### config.mk
export PLATFORM = sky130hd
export DESIGN_NAME = rr_gray_arbiter
export DESIGN_NICKNAME = d
export VERILOG_FILES = /design/src/rtl/arb_pkg.sv /design/src/rtl/rr_pick8.sv /design/src/rtl/rr_gray_arbiter.sv
export SDC_FILE = /design/constraint.sdc
export NUM_CORES = 1
export LEC_CHECK = 0
export ABC_AREA = 1
export CAP_MARGIN = 20
export CORE_MARGIN = 8
export CORE_UTILIZATION = 59
export CTS_CLUSTER_DIAMETER = 200
export DETAILED_ROUTE_END_ITERATION = 8
export PLACE_DENSITY_LB_ADDON = 0.3
export SYNTH_ARGS = -nofsm -noshare
export SYNTH_HDL_FRONTEND = slang
export SYNTH_HIERARCHICAL = 1
export SYNTH_SLANG_ARGS = --single-unit
export TNS_END_PERCENT = 10
### constraint.sdc
create_clock -name clk -period 9 [get_ports clk]
set_clock_uncertainty 0.1 [all_clocks]
set_input_delay 1.35 -clock clk [delete_from_list [all_inputs] [get_ports clk]]
set_output_delay 1.35 -clock clk [all_outputs]
set_load 0.05 [all_outputs]
### src/rtl/arb_pkg.sv
// Shared definitions for the round-robin Gray-index arbiter.
//   state_t   : arbiter FSM states (IDLE, GRANT)
//   NREQ      : number of requesters
//   IDX_W     : width of a requester index
//   bin2gray  : binary index to Gray code, same encoding as the 8-input
//               priority encoder this arbiter pairs with
package arb_pkg;

    typedef enum logic {
        IDLE  = 1'b0,
        GRANT = 1'b1
    } state_t;

    localparam int NREQ  = 8;
    localparam int IDX_W = 3;

    function automatic logic [IDX_W-1:0] bin2gray(input logic [IDX_W-1:0] b);
        return b ^ (b >> 1);
    endfunction

endpackage

### src/rtl/rr_pick8.sv
// Combinational round-robin winner search for eight requesters.
//   req   in  8 : request vector
//   ptr   in  3 : index with the highest priority this round
//   valid out 1 : at least one request is set
//   k     out 3 : winning index; order is ptr, ptr-1, ..., 0, 7, ..., ptr+1
module rr_pick8
    import arb_pkg::*;
(
    input  logic [NREQ-1:0]  req,
    input  logic [IDX_W-1:0] ptr,
    output logic             valid,
    output logic [IDX_W-1:0] k
);

    logic [NREQ-1:0]  rot;
    logic [IDX_W-1:0] pos;

    // Rotate so that req[ptr] lands on bit 7; a plain highest-bit-first
    // search over rot then walks ptr, ptr-1, ... with wrap-around. The index
    // sum is 3 bits wide, so the modulo-8 wrap comes for free.
    always_comb begin
        // NOTE: every combinational output gets a default before any
        // conditional assignment, so no path leaves it unassigned (no latch).
        rot = '0;
        pos = '0;
        for (int j = 0; j < NREQ; j++) begin
            rot[j] = req[IDX_W'(j) + ptr + 3'd1];
        end
        // Ascending scan: the last set bit seen is the highest one.
        for (int j = 0; j < NREQ; j++) begin
            if (rot[j]) begin
                pos = IDX_W'(j);
            end
        end
    end

    assign valid = |req;
    // Undo the rotation: rotated position pos is requester pos + ptr + 1.
    assign k     = pos + ptr + 3'd1;

endmodule

### src/rtl/rr_gray_arbiter.sv
// Round-robin arbiter for eight requesters sharing one resource.
// A grant is held until done, loss of request, loss of enable, or HOLD_MAX
// cycles, then at least one idle cycle follows so the shared datapath can
// switch sources.
//   HOLD_MAX     : maximum consecutive grant cycles (1..256)
//   clk          : rising-edge clock
//   rst          : asynchronous active-high reset
//   en      in 1 : enable; low releases any grant and blocks new ones
//   req     in 8 : request vector
//   done    in 1 : current holder releases the resource
//   gnt     out 8: registered one-hot grant, 0 when idle
//   idx     out 3: registered Gray code of the granted index, 000 when idle
//   busy    out 1: registered, high while a grant is active
//   act     out 1: combinational en & |req
module rr_gray_arbiter
    import arb_pkg::*;
#(
    parameter int HOLD_MAX = 16
) (
    input  logic             clk,
    input  logic             rst,
    input  logic             en,
    input  logic [NREQ-1:0]  req,
    input  logic             done,
    output logic [NREQ-1:0]  gnt,
    output logic [IDX_W-1:0] idx,
    output logic             busy,
    output logic             act
);

    localparam int CNT_W = (HOLD_MAX > 1) ? $clog2(HOLD_MAX) : 1;
    localparam logic [CNT_W-1:0] CNT_LAST = CNT_W'(HOLD_MAX - 1);

    state_t           state_q, state_d;
    logic [IDX_W-1:0] ptr_q, ptr_d;
    logic [IDX_W-1:0] cur_q, cur_d;
    logic [CNT_W-1:0] cnt_q, cnt_d;
    logic [NREQ-1:0]  gnt_q, gnt_d;
    logic [IDX_W-1:0] idx_q, idx_d;
    logic             busy_q, busy_d;

    logic             pick_valid;
    logic [IDX_W-1:0] pick_k;
    logic             release_now;

    rr_pick8 u_pick (
        .req   (req),
        .ptr   (ptr_q),
        .valid (pick_valid),
        .k     (pick_k)
    );

    assign act = en & (|req);

    // Any of these ends the grant; several at once are still one release.
    assign release_now = done | ~req[cur_q] | ~en | (cnt_q == CNT_LAST);

    // Outputs are computed alongside the next state so gnt/idx/busy come
    // straight from flops and change on the same edge as the FSM.
    always_comb begin
        state_d = state_q;
        ptr_d   = ptr_q;
        cur_d   = cur_q;
        cnt_d   = cnt_q;
        gnt_d   = gnt_q;
        idx_d   = idx_q;
        busy_d  = busy_q;

        case (state_q)
            IDLE: begin
                if (en && pick_valid) begin
                    state_d = GRANT;
                    cur_d   = pick_k;
                    cnt_d   = '0;
                    // Winner drops to lowest priority next round.
                    ptr_d   = pick_k - 3'd1;
                    gnt_d   = {{(NREQ-1){1'b0}}, 1'b1} << pick_k;
                    idx_d   = bin2gray(pick_k);
                    busy_d  = 1'b1;
                end
            end
            GRANT: begin
                if (release_now) begin
                    state_d = IDLE;
                    gnt_d   = '0;
                    idx_d   = '0;
                    busy_d  = 1'b0;
                end else begin
                    cnt_d   = cnt_q + 1'b1;
                end
            end
            default: begin
                state_d = IDLE;
            end
        endcase
    end

    // NOTE: sequential state uses non-blocking assignments only, so every
    // flop samples the pre-edge values regardless of statement order.
    always_ff @(posedge clk or posedge rst) begin
        if (rst) begin
            state_q <= IDLE;
            ptr_q   <= 3'd7;
            cur_q   <= '0;
            cnt_q   <= '0;
            gnt_q   <= '0;
            idx_q   <= '0;
            busy_q  <= 1'b0;
        end else begin
            state_q <= state_d;
            ptr_q   <= ptr_d;
            cur_q   <= cur_d;
            cnt_q   <= cnt_d;
            gnt_q   <= gnt_d;
            idx_q   <= idx_d;
            busy_q  <= busy_d;
        end
    end

    assign gnt  = gnt_q;
    assign idx  = idx_q;
    assign busy = busy_q;

endmodule
==> impl_metrics.ini, run 1 <==
[cts]
post_cts_resized = 0
htreeDepth = 1
clkLatencyLatePin_ns = 0.32
root_buffer = clkbuf_4
postCtsSetupBuffers = 0
clockBufferDepth = 2
cts_buffers = 3
clk_transition_reported_paths_ns = 0.13
clkSinkCount = 23
cts_hold_buf = 0
cts_tree = done

[power_and_ir_drop]
p_comb_frac = 0.740
power_density_nw_per_um2 = 434
power.switching_mw = 0.480
swShare = 0.549
p_seq_frac = 0.205
max-vdd-ir-drop_mv = 0.297
clkPwrFrac = 0.055
p_int_mw = 0.394
leakagePower_nw = 1.05

[global_route]
grt-ovfl-total = 0
first_global_vias = 1597
use_met3 = 0.0353
grt_max_degree = 24
grt.total_usage = 0.161
grt_pass1_wl_um = 6770
met2_usage = 0.276
antenna_found_initial = 0
grt_util_met1 = 0.195
top_usage_layer = met2

[cells_and_area]
layout.cells.non_filler = 305
syn_to_final_growth_pct = 14.8
drive_gt1_frac = 0.0956
antenna_cells = 0
nNetsFinal = 295
seqCellArea_um2 = 579
fill_cells = 264
multi_input_area_um2 = 1030

[critical_path]
critical-path-top-delay-family = buffers and inverters
cp-end-kind = output pin
ff2ff_path_depth = 21
cp_num_buf_inv = 2
required_ns = 7.55
slowest_delay_ns = 0.82
critical-path-slowest-cell = clkdlybuf4s50_1
reg2reg_to = idx[1]
r2r_slack_ns = 5.27
start_kind = input pin
path_class = in -> out
crit_chain = clkdlybuf4s50_1 > nor4_1 > a21boi_0 > clkdlybuf4s50_1
cp_common_cell = clkdlybuf4s50_1
r2r_start = ptr_q[0]
crit_fanout = 5
worstPathArrival_ns = 2.99

[placed_design]
portBuffers = 24
gp_congestion = 0.838
dpl.hpwl_um = 2980
dp_cells = 301

[sta]
slew_viol_final = 0
setup_tns_ns = 0
final-setup-viol-count = 0
period_share = 0.493
finalHoldViolCount = 0
fmax_ghz = 0.225
slew_headroom = 0.462
period_needed_ns = 4.44
rsz0062_at_grt = no
tightestPinTransition_ns = 0.806

[die]
ios = 25
core_area_um2 = 2950
die_h_um = 70.6
die_area_um2 = 4980
start_util = 0.595
rows = 20
die_x_um = 70.6

[yosys]
yosysWarningCount = 6
synthCells = 248
yosysSeqAreaShare = 0.330
ys_ff_latch = 23
synth.avg_cell_area_um2 = 7.08
syn_nets = 270
synth_cell_types = 34
netlist_area_um2 = 1760

[min_path]
min_path_cells = 2
min_path_type = reg -> reg
min_from = gnt[4]
whs_endpoint = gnt[4]

[routing]
drc = 0
drtAntennaViolNets = 0
drt_iter0_markers = 67
wl_per_cell_um = 12.2
avgViaCountPerCell = 5.34
first_pass_iters = 4
via_count = 1629
drt-total-wl_um = 3720

[outcome]
status = complete, no violations

[flow_run]
cap_violations = 0
## cells in the final DEF, fill, tap and decap left out
master,synthesis,layout
ha_1,9,9
xor2_1,2,2
inv_8,1,1
a21boi_0,1,1
inv_2,2,2
clkbuf_4,0,3
clkdlybuf4s50_1,0,24
o21ai_0,3,3
dfstp_2,3,3
nor2_2,2,2
or2_2,1,1
nor3b_1,1,1
xnor2_2,1,1
clkinv_1,1,1
o21ai_1,2,2
inv_1,21,21
a21boi_1,1,1
nand2_2,8,8
nand3b_1,2,2
o21a_1,1,1
fa_1,1,1
nand3_1,39,39
dfrtp_1,20,20
nand2_1,91,91
a21oi_2,1,1
nand3_4,1,1
clkinv_2,0,1
nor4_1,4,4
nand2_4,1,1
a21oi_1,3,3
nor2_1,15,15
xnor2_1,1,1
nand4_1,3,3
o21bai_1,1,1
nor3_4,1,1
## worst reg2reg max path, delay by kind of cell, from the launching register on
family / cells / cell delay, ns
AO/OA/AOI/OAI: 2 / 0.24
buffers and inverters: 2 / 0.22
XOR/XNOR: 1 / 0.16
adder cells (fa/ha/maj): 3 / 0.93
AND/OR/NAND/NOR: 13 / 1.30
flip-flops: 1 / 0.72
## layer usage
metal / up-vias / part of all wire
li1: 850 / -
met1: 750 / 0.47
met2: 24 / 0.48
met3: 5 / 0.035
met4: 0 / 0.012
met5: - / 0
## state kept, by name, indices dropped and copies added, names as in the netlist
register  count
state_q       1
busy          1
gnt           8
idx           3
cnt_q         4
ptr_q         3
cur_q         3
## how the worst max path moves through the flow
stage                 from  end  slack, ns  cells after the start
finish              req[2]  act       4.56                      4
detailed placement  req[2]  act       4.56                      4
CTS                 req[2]  act       4.56                      4
global placement    req[0]  act       4.57                      4
global route        req[0]  act       4.50                      4
floorplan           req[2]  act       5.03                      2
## kinds of logic (layout without fill, tap and decap cells)
| kind of cell | count (synthesis) | after routing | share of synthesized area |
|---|---|---|---|
| flip-flops | 23 | 23 | 0.330 |
| AO/OA/AOI/OAI | 13 | 13 | 0.0449 |
| adder cells (fa/ha/maj) | 10 | 10 | 0.0755 |
| AND/OR/NAND/NOR | 169 | 169 | 0.440 |
| XOR/XNOR | 4 | 4 | 0.0242 |
| buffers and inverters | 29 | 53 | 0.0855 |
## synth_stat cells
cell type | number | area share
nand2_1 | 91 | 0.19
nand3_1 | 39 | 0.11
inv_1 | 21 | 0.045
dfrtp_1 | 20 | 0.28
nor2_1 | 15 | 0.032
ha_1 | 9 | 0.064
nand2_2 | 8 | 0.028
nor4_1 | 4 | 0.014
a21oi_1 | 3 | 0.0085
buf_6 | 3 | 0.019
dfstp_2 | 3 | 0.045
nand4_1 | 3 | 0.011
o21ai_0 | 3 | 0.0085
inv_2 | 2 | 0.0043
nand3b_1 | 2 | 0.0085
nor2_2 | 2 | 0.0071
o21ai_1 | 2 | 0.0057
xor2_1 | 2 | 0.010
a21boi_0 | 1 | 0.0043
a21boi_1 | 1 | 0.0043
a21oi_2 | 1 | 0.0050
buf_8 | 1 | 0.0085
clkinv_1 | 1 | 0.0021
fa_1 | 1 | 0.011
inv_8 | 1 | 0.0064
nand2_4 | 1 | 0.0064
nand3_4 | 1 | 0.010
nor3_4 | 1 | 0.0093
nor3b_1 | 1 | 0.0043
o21a_1 | 1 | 0.0043
o21bai_1 | 1 | 0.0043
or2_2 | 1 | 0.0036
xnor2_1 | 1 | 0.0050
xnor2_2 | 1 | 0.0093
## power by group through the flow
stage	Sequential [mW]	Clock, mW	Combinational [mW]
2_1_floorplan	0.205	0	0.497
3_3_place_gp	0.180	0	0.634
3_5_place_dp	0.181	0	0.643
4_1_cts	0.179	0.0511	0.649
5_1_grt	0.185	0.0541	0.754
6_report	0.179	0.0484	0.647
## cell type report
type / instances / area share
clock buffer: 3 / 0.0112
clock inverter: 1 / 0.00248
inverter: 25 / 0.0502
multi-input combinational: 196 / 0.509
sequential: 23 / 0.287
tap: 33 / 0.0205
timing repair buffer: 24 / 0.119
## stage by stage
stage	area [um2]	total power [mW]	worst slack, ns	hold WS [ns]	utilization
2_1_floorplan	1760	0.702	5.03	0.369	-
3_3_place_gp	1990	0.815	4.57	0.355	0.674
3_5_place_dp	1990	0.824	4.56	0.358	0.674
4_1_cts	2020	0.879	4.56	0.390	0.683
5_1_grt	2020	0.993	4.50	0.416	0.683
6_report	2020	0.875	4.56	0.385	0.683
No activity file was read; power rests on OpenSTA's default activity.
==> run 2, diff against run 1 <==
CORE_UTILIZATION = 49   (was 59)
clock period = 3.95 ns   (was 9 ns; I/O delays follow)
==> run 2 against run 1 <==
Against the previous run: worst hold slack worse by 0.0019 ns; critical path depth rose by 17; via count decreased by 0.92%; sequential share of layout area decreased by 0.42 points; first-iteration DRC count grew 37%; core utilization decreased by 7.9 points; register-to-register slack worse by 4.9 ns; die area up 16%; final cell count up 4.9%; count of clock-buffer cells in the layout up 1; cell area rose by 1.5%; sequential cell count is the same; critical path type is now reg -> reg.
==> impl_metrics.ini, run 2 (same netlist as run 1, synthesis figures left out) <==
[outcome]
status = complete, no violations

[global_route]
grt-ovfl-total = 0
first_global_vias = 1418
antenna_found_initial = 0
grt_pass1_wl_um = 6000
grt_max_degree = 24
grt.total_usage = 0.132

[placed_design]
place_area_um2 = 2010
dp_cells = 314
portBuffers = 24
dpl.hpwl_um = 2910
gp_congestion = 0.895

[critical_path]
r2r_slack_ns = 0.35
required_ns = 4.11
start_kind = flip-flop
ff2ff_path_depth = 21
worstPathArrival_ns = 3.76
cp-end-kind = flip-flop
crit_fanout = 10
reg2reg_to = idx[1]
r2r_start = ptr_q[0]
path_class = reg -> reg

[min_path]
whs_endpoint = idx[2]
min_path_cells = 2
min_from = idx[2]
min_path_type = reg -> reg

[routing]
wl_per_cell_um = 11.5
drt-total-wl_um = 3670
drc = 0
drt_iter0_markers = 92
drtAntennaViolNets = 0
via_count = 1614
first_pass_iters = 4
avgViaCountPerCell = 5.04

[die]
die_h_um = 75.9
start_util = 0.518
rows = 21
die_x_um = 75.9
core_area_um2 = 3390
ios = 25
die_area_um2 = 5760

[cts]
clkSinkCount = 23
post_cts_resized = 0
cts_tree = done
clkLatencyLatePin_ns = 0.31
cts_buffers = 3
htreeDepth = 1
clk_transition_reported_paths_ns = 0.12
root_buffer = clkbuf_4
clockBufferDepth = 2

[sta]
setup_tns_ns = 0
final-setup-viol-count = 0
slew_headroom = 0.449
slew_viol_final = 0
finalHoldViolCount = 0
period_needed_ns = 3.60
fmax_ghz = 0.277
period_share = 0.912
rsz0062_at_grt = no
tightestPinTransition_ns = 0.825

[cells_and_area]
final_common_cell = nand2_1
layout.cells.non_filler = 320
mostFrequentLayoutCells = 91 x nand2_1, 39 x nand3_1, 24 x clkdlybuf4s50_1
fin_area_um2 = 2050
antenna_cells = 0
largest_register_ff_count = 8
syn_to_final_growth_pct = 16.5
nNetsFinal = 297
drive_gt1_frac = 0.0985

[flow_run]
cap_violations = 0
-- run 2: critical path: stages (launching register included) --
cell and delay, ns:
dfstp_2 0.61, inv_8 0.06, ha_1 0.35, inv_1 0.13, nand3_1 0.12, nand2_1 0.08
nand2_1 0.05, nand2_1 0.09, nand2_1 0.06, nand2_1 0.05, nand2_1 0.04, nand2_1 0.05
a21oi_1 0.06, ha_1 0.21, fa_1 0.38, xor2_1 0.17, nand3b_1 0.13, nand2_1 0.12
or2_2 0.37, a21oi_1 0.16, nand3_1 0.08, nand2_1 0.07
-- run 2: through the flow --
step / hold slack (ns) / util / worst slack [ns]
4_1_cts: 0.389 / 0.599 / 0.268
3_3_place_gp: 0.353 / 0.592 / 0.367
6_report: 0.383 / 0.604 / 0.346
5_1_grt: 0.419 / 0.604 / 0.0641
2_1_floorplan: 0.369 / - / 0.597
3_5_place_dp: 0.359 / 0.592 / 0.291
-- run 2: routing by layer --
| metal | wire, um | global-route usage | vias to the layer above |
|---|---|---|---|
| met5 | 0 | 0 | - |
| met4 | 15 | 0.0192 | 0 |
| met3 | 201 | 0.0276 | 2 |
| met2 | 1710 | 0.209 | 30 |
| met1 | 1750 | 0.181 | 728 |
| li1 | - | - | 854 |
-- run 2: repair_timing --
item	in CTS	in global routing
setup buffers	0	2
setup endpoints to repair	0	3
hold buffers	0	0
-- run 2: how the worst max path moves through the flow --
stage,slack (ns),depth (start not counted),from,endpoint
after detailed placement,0.29,20,req[2],idx[1]
after floorplan,0.60,22,ptr_q[0],idx[1]
final,0.35,21,ptr_q[0],idx[1]
after global placement,0.37,20,req[2],idx[1]
after global routing,0.06,21,ptr_q[0],idx[1]
after CTS,0.27,21,ptr_q[0],idx[1]
-- run 2: area by class of cell --
| cell class | count | area, um2 |
|---|---|---|
| Multi-Input combinational cell | 196 | 1030 |
| Sequential cell | 23 | 579 |
| Inverter | 25 | 101 |
| Fill cell | 306 | 1340 |
| Timing Repair Buffer | 26 | 255 |
| Tap cell | 46 | 57.6 |
| Clock buffer | 4 | 26.3 |
Power of run 2 is left out: the tool's default activity adds up to more than one toggle a clock period on the data nets, which glitch-free logic cannot reach.
==> run 3, diff against run 2 <==
ABC_AREA = not set   (was 1)
CORE_UTILIZATION = 50   (was 49)
SKIP_CTS_REPAIR_TIMING = 1   (was not set)
clock period = 3.1 ns   (was 3.95 ns; I/O delays follow)
==> run 3 against run 2 <==
Against the previous run: the run now ends with setup timing left; register-to-register slack worse by 0.82 ns; area after synthesis up 11%; largest cell class unchanged; routed wire length up 38%; sequential cell count unchanged; die area up 6.9%; synthesized cell count down 27%.
==> impl_metrics.ini, run 3 <==
[yosys]
netlist_area_um2 = 1950
yosysWarningCount = 6
synth.avg_cell_area_um2 = 10.7
synth_most_common_cell = inv_1
synth_edf_count = 0
synth_area_leaders = dfrtp_1 26%, mux4_2 13%, mux2i_1 7.2%, ha_1 5.8%, mux4_1 5.4%
netlist.area_leader.share = 0.257
synthCells = 182
synthArstFlopShare = 1.00
synth_ff_type = dfrtp_1
yosysTopAreaCell = dfrtp_1
ys_ff_latch = 23
synth_common_cells = 21 x inv_1, 20 x dfrtp_1, 18 x nand2_1
syn_nets = 204
synth_cell_types = 46
yosysSeqAreaShare = 0.297

[placed_design]
dpl.hpwl_um = 3800
dp_cells = 281
gp_congestion = 0.881
portBuffers = 24
place_area_um2 = 2510

[outcome]
violations = setup timing
status = finished with violations

[routing]
drtAntennaViolNets = 0
via_count = 1682
avgViaCountPerCell = 5.80
drt_iter0_markers = 67
drt-total-wl_um = 5050
drc = 0
wl_per_cell_um = 17.4
first_pass_iters = 4

[die]
start_util = 0.525
ios = 25
rows = 22
die_x_um = 78.5
die_h_um = 78.5
core_area_um2 = 3720
die_area_um2 = 6160

[cts]
cts_tree = done
htreeDepth = 1
clk_transition_reported_paths_ns = 0.08
clockBufferDepth = 2
clkSinkCount = 23
root_buffer = clkbuf_8
cts_buffers = 3
clkLatencyLatePin_ns = 0.26

[global_route]
grt.total_usage = 0.167
first_global_vias = 1768
grt-ovfl-total = 0
grt_pass1_wl_um = 8490
antenna_found_initial = 0
grt_max_degree = 24

[cells_and_area]
layout.cells.non_filler = 290
nNetsFinal = 265
final_common_cell = buf_4
syn_to_final_growth_pct = 36.2
mostFrequentLayoutCells = 38 x buf_4, 23 x clkdlybuf4s50_1, 20 x dfrtp_1
antenna_cells = 0
fill_cells = 276
fin_area_um2 = 2660
seqCellArea_um2 = 579
largest_register_ff_count = 8
final_core_util = 0.715
drive_gt1_frac = 0.364
multi_input_area_um2 = 1330

[sta]
period_needed_ns = 3.57
setup_slack_ns = -0.469
slew_headroom = 0.429
period_share = 1.15
fmax_ghz = 0.280
tightestPinTransition_ns = 0.856
slew_viol_final = 0
final-setup-viol-count = 15
rsz0062_at_grt = yes
finalHoldViolCount = 0

[critical_path]
reg2reg_to = ptr_q[1]
cp-endpoint = ptr_q[1]
required_ns = 3.20
start_kind = flip-flop
r2r_start = ptr_q[0]
path_depth = 12
critPathLaunch = ptr_q[0]
critical-path-top-delay-family = adder cells
path_class = reg -> reg
slowest_delay_ns = 0.63
cp-end-kind = flip-flop
crit_fanout = 5
ff2ff_path_depth = 12
crit_chain = buf_4 > mux4_1 > or4b_1 > a31o_1 > nand2_1 > ha_2 > fa_2 > inv_2 > inv_4 > ha_4 > nand2_2 > o21a_1
cp_num_buf_inv = 3
critical-path-slowest-cell = dfstp_2
r2r_slack_ns = -0.47
worstPathArrival_ns = 3.67

[min_path]
min_path_type = reg -> reg

[flow_run]
cap_violations = 0
-- run 3: changes by cell type after synthesis, sizes merged, moves of 3 or more --
cell	change
nand2	-82
o22ai	+4
o21ai	+8
nor2	-12
inv	-3
nand2b	+4
xnor2	+3
nand3	-30
mux4	+15
mux2i	+15
-- run 3: cell families after synthesis --
kind of cell    after synthesis  share of synthesized area
xor+xnor                      7                     0.0353
compound gates               30                      0.110
fa+ha+maj                    10                     0.0680
simple gates                 51                      0.145
buf+inv                      29                     0.0686
mux                          32                      0.276
flops                        23                      0.297
-- run 3: area by class of cell --
cell class              instances  area share
multi-input cells             130       0.499
clock inverters                 1     0.00188
flip-flops and latches         23       0.218
well taps                      48      0.0226
clock buffers                   3      0.0155
repair buffers                 64       0.210
inverters                      21      0.0334
-- run 3: worst reg2reg max path, delay by kind of cell (launching register included) --
| kind | cells | cell delay [ns] |
|---|---|---|
| compound gates | 2 | 0.34 |
| mux | 1 | 0.58 |
| simple gates | 3 | 0.66 |
| buf+inv | 3 | 0.32 |
| flops | 1 | 0.63 |
| fa+ha+maj | 3 | 0.87 |
-- run 3: through the flow --
step	TNS, ns	hold WS, ns	setup slack (ns)
6_report	-5.45	0.415	-0.469
5_1_grt	-7.02	0.459	-0.559
4_1_cts	-5.54	0.418	-0.469
3_5_place_dp	-8.39	0.407	-0.645
3_3_place_gp	-7.82	0.388	-0.586
2_1_floorplan	-4.52	0.365	-0.394
-- run 3: metal layers --
metal	track usage	up-vias	wire length, um
met2	0.306	35	2650
li1	-	788	-
met3	0.0216	10	146
met5	0	-	0
met1	0.189	849	2130
met4	0.0667	0	130
-- run 3: worst min path at each step --
| stage | startpoint | depth (start not counted) | slack, ns | endpoint |
|---|---|---|---|---|
| after floorplan | rst | 1 | 0.36 | busy |
| after global placement | cnt_q[0] | 1 | 0.39 | cnt_q[0] |
| after detailed placement | cnt_q[0] | 1 | 0.41 | cnt_q[0] |
| after CTS | cnt_q[0] | 1 | 0.42 | cnt_q[0] |
| after global routing | ptr_q[2] | 2 | 0.46 | ptr_q[2] |
| final | cnt_q[0] | 1 | 0.42 | cnt_q[0] |
Power of run 3 is left out for the same reason.
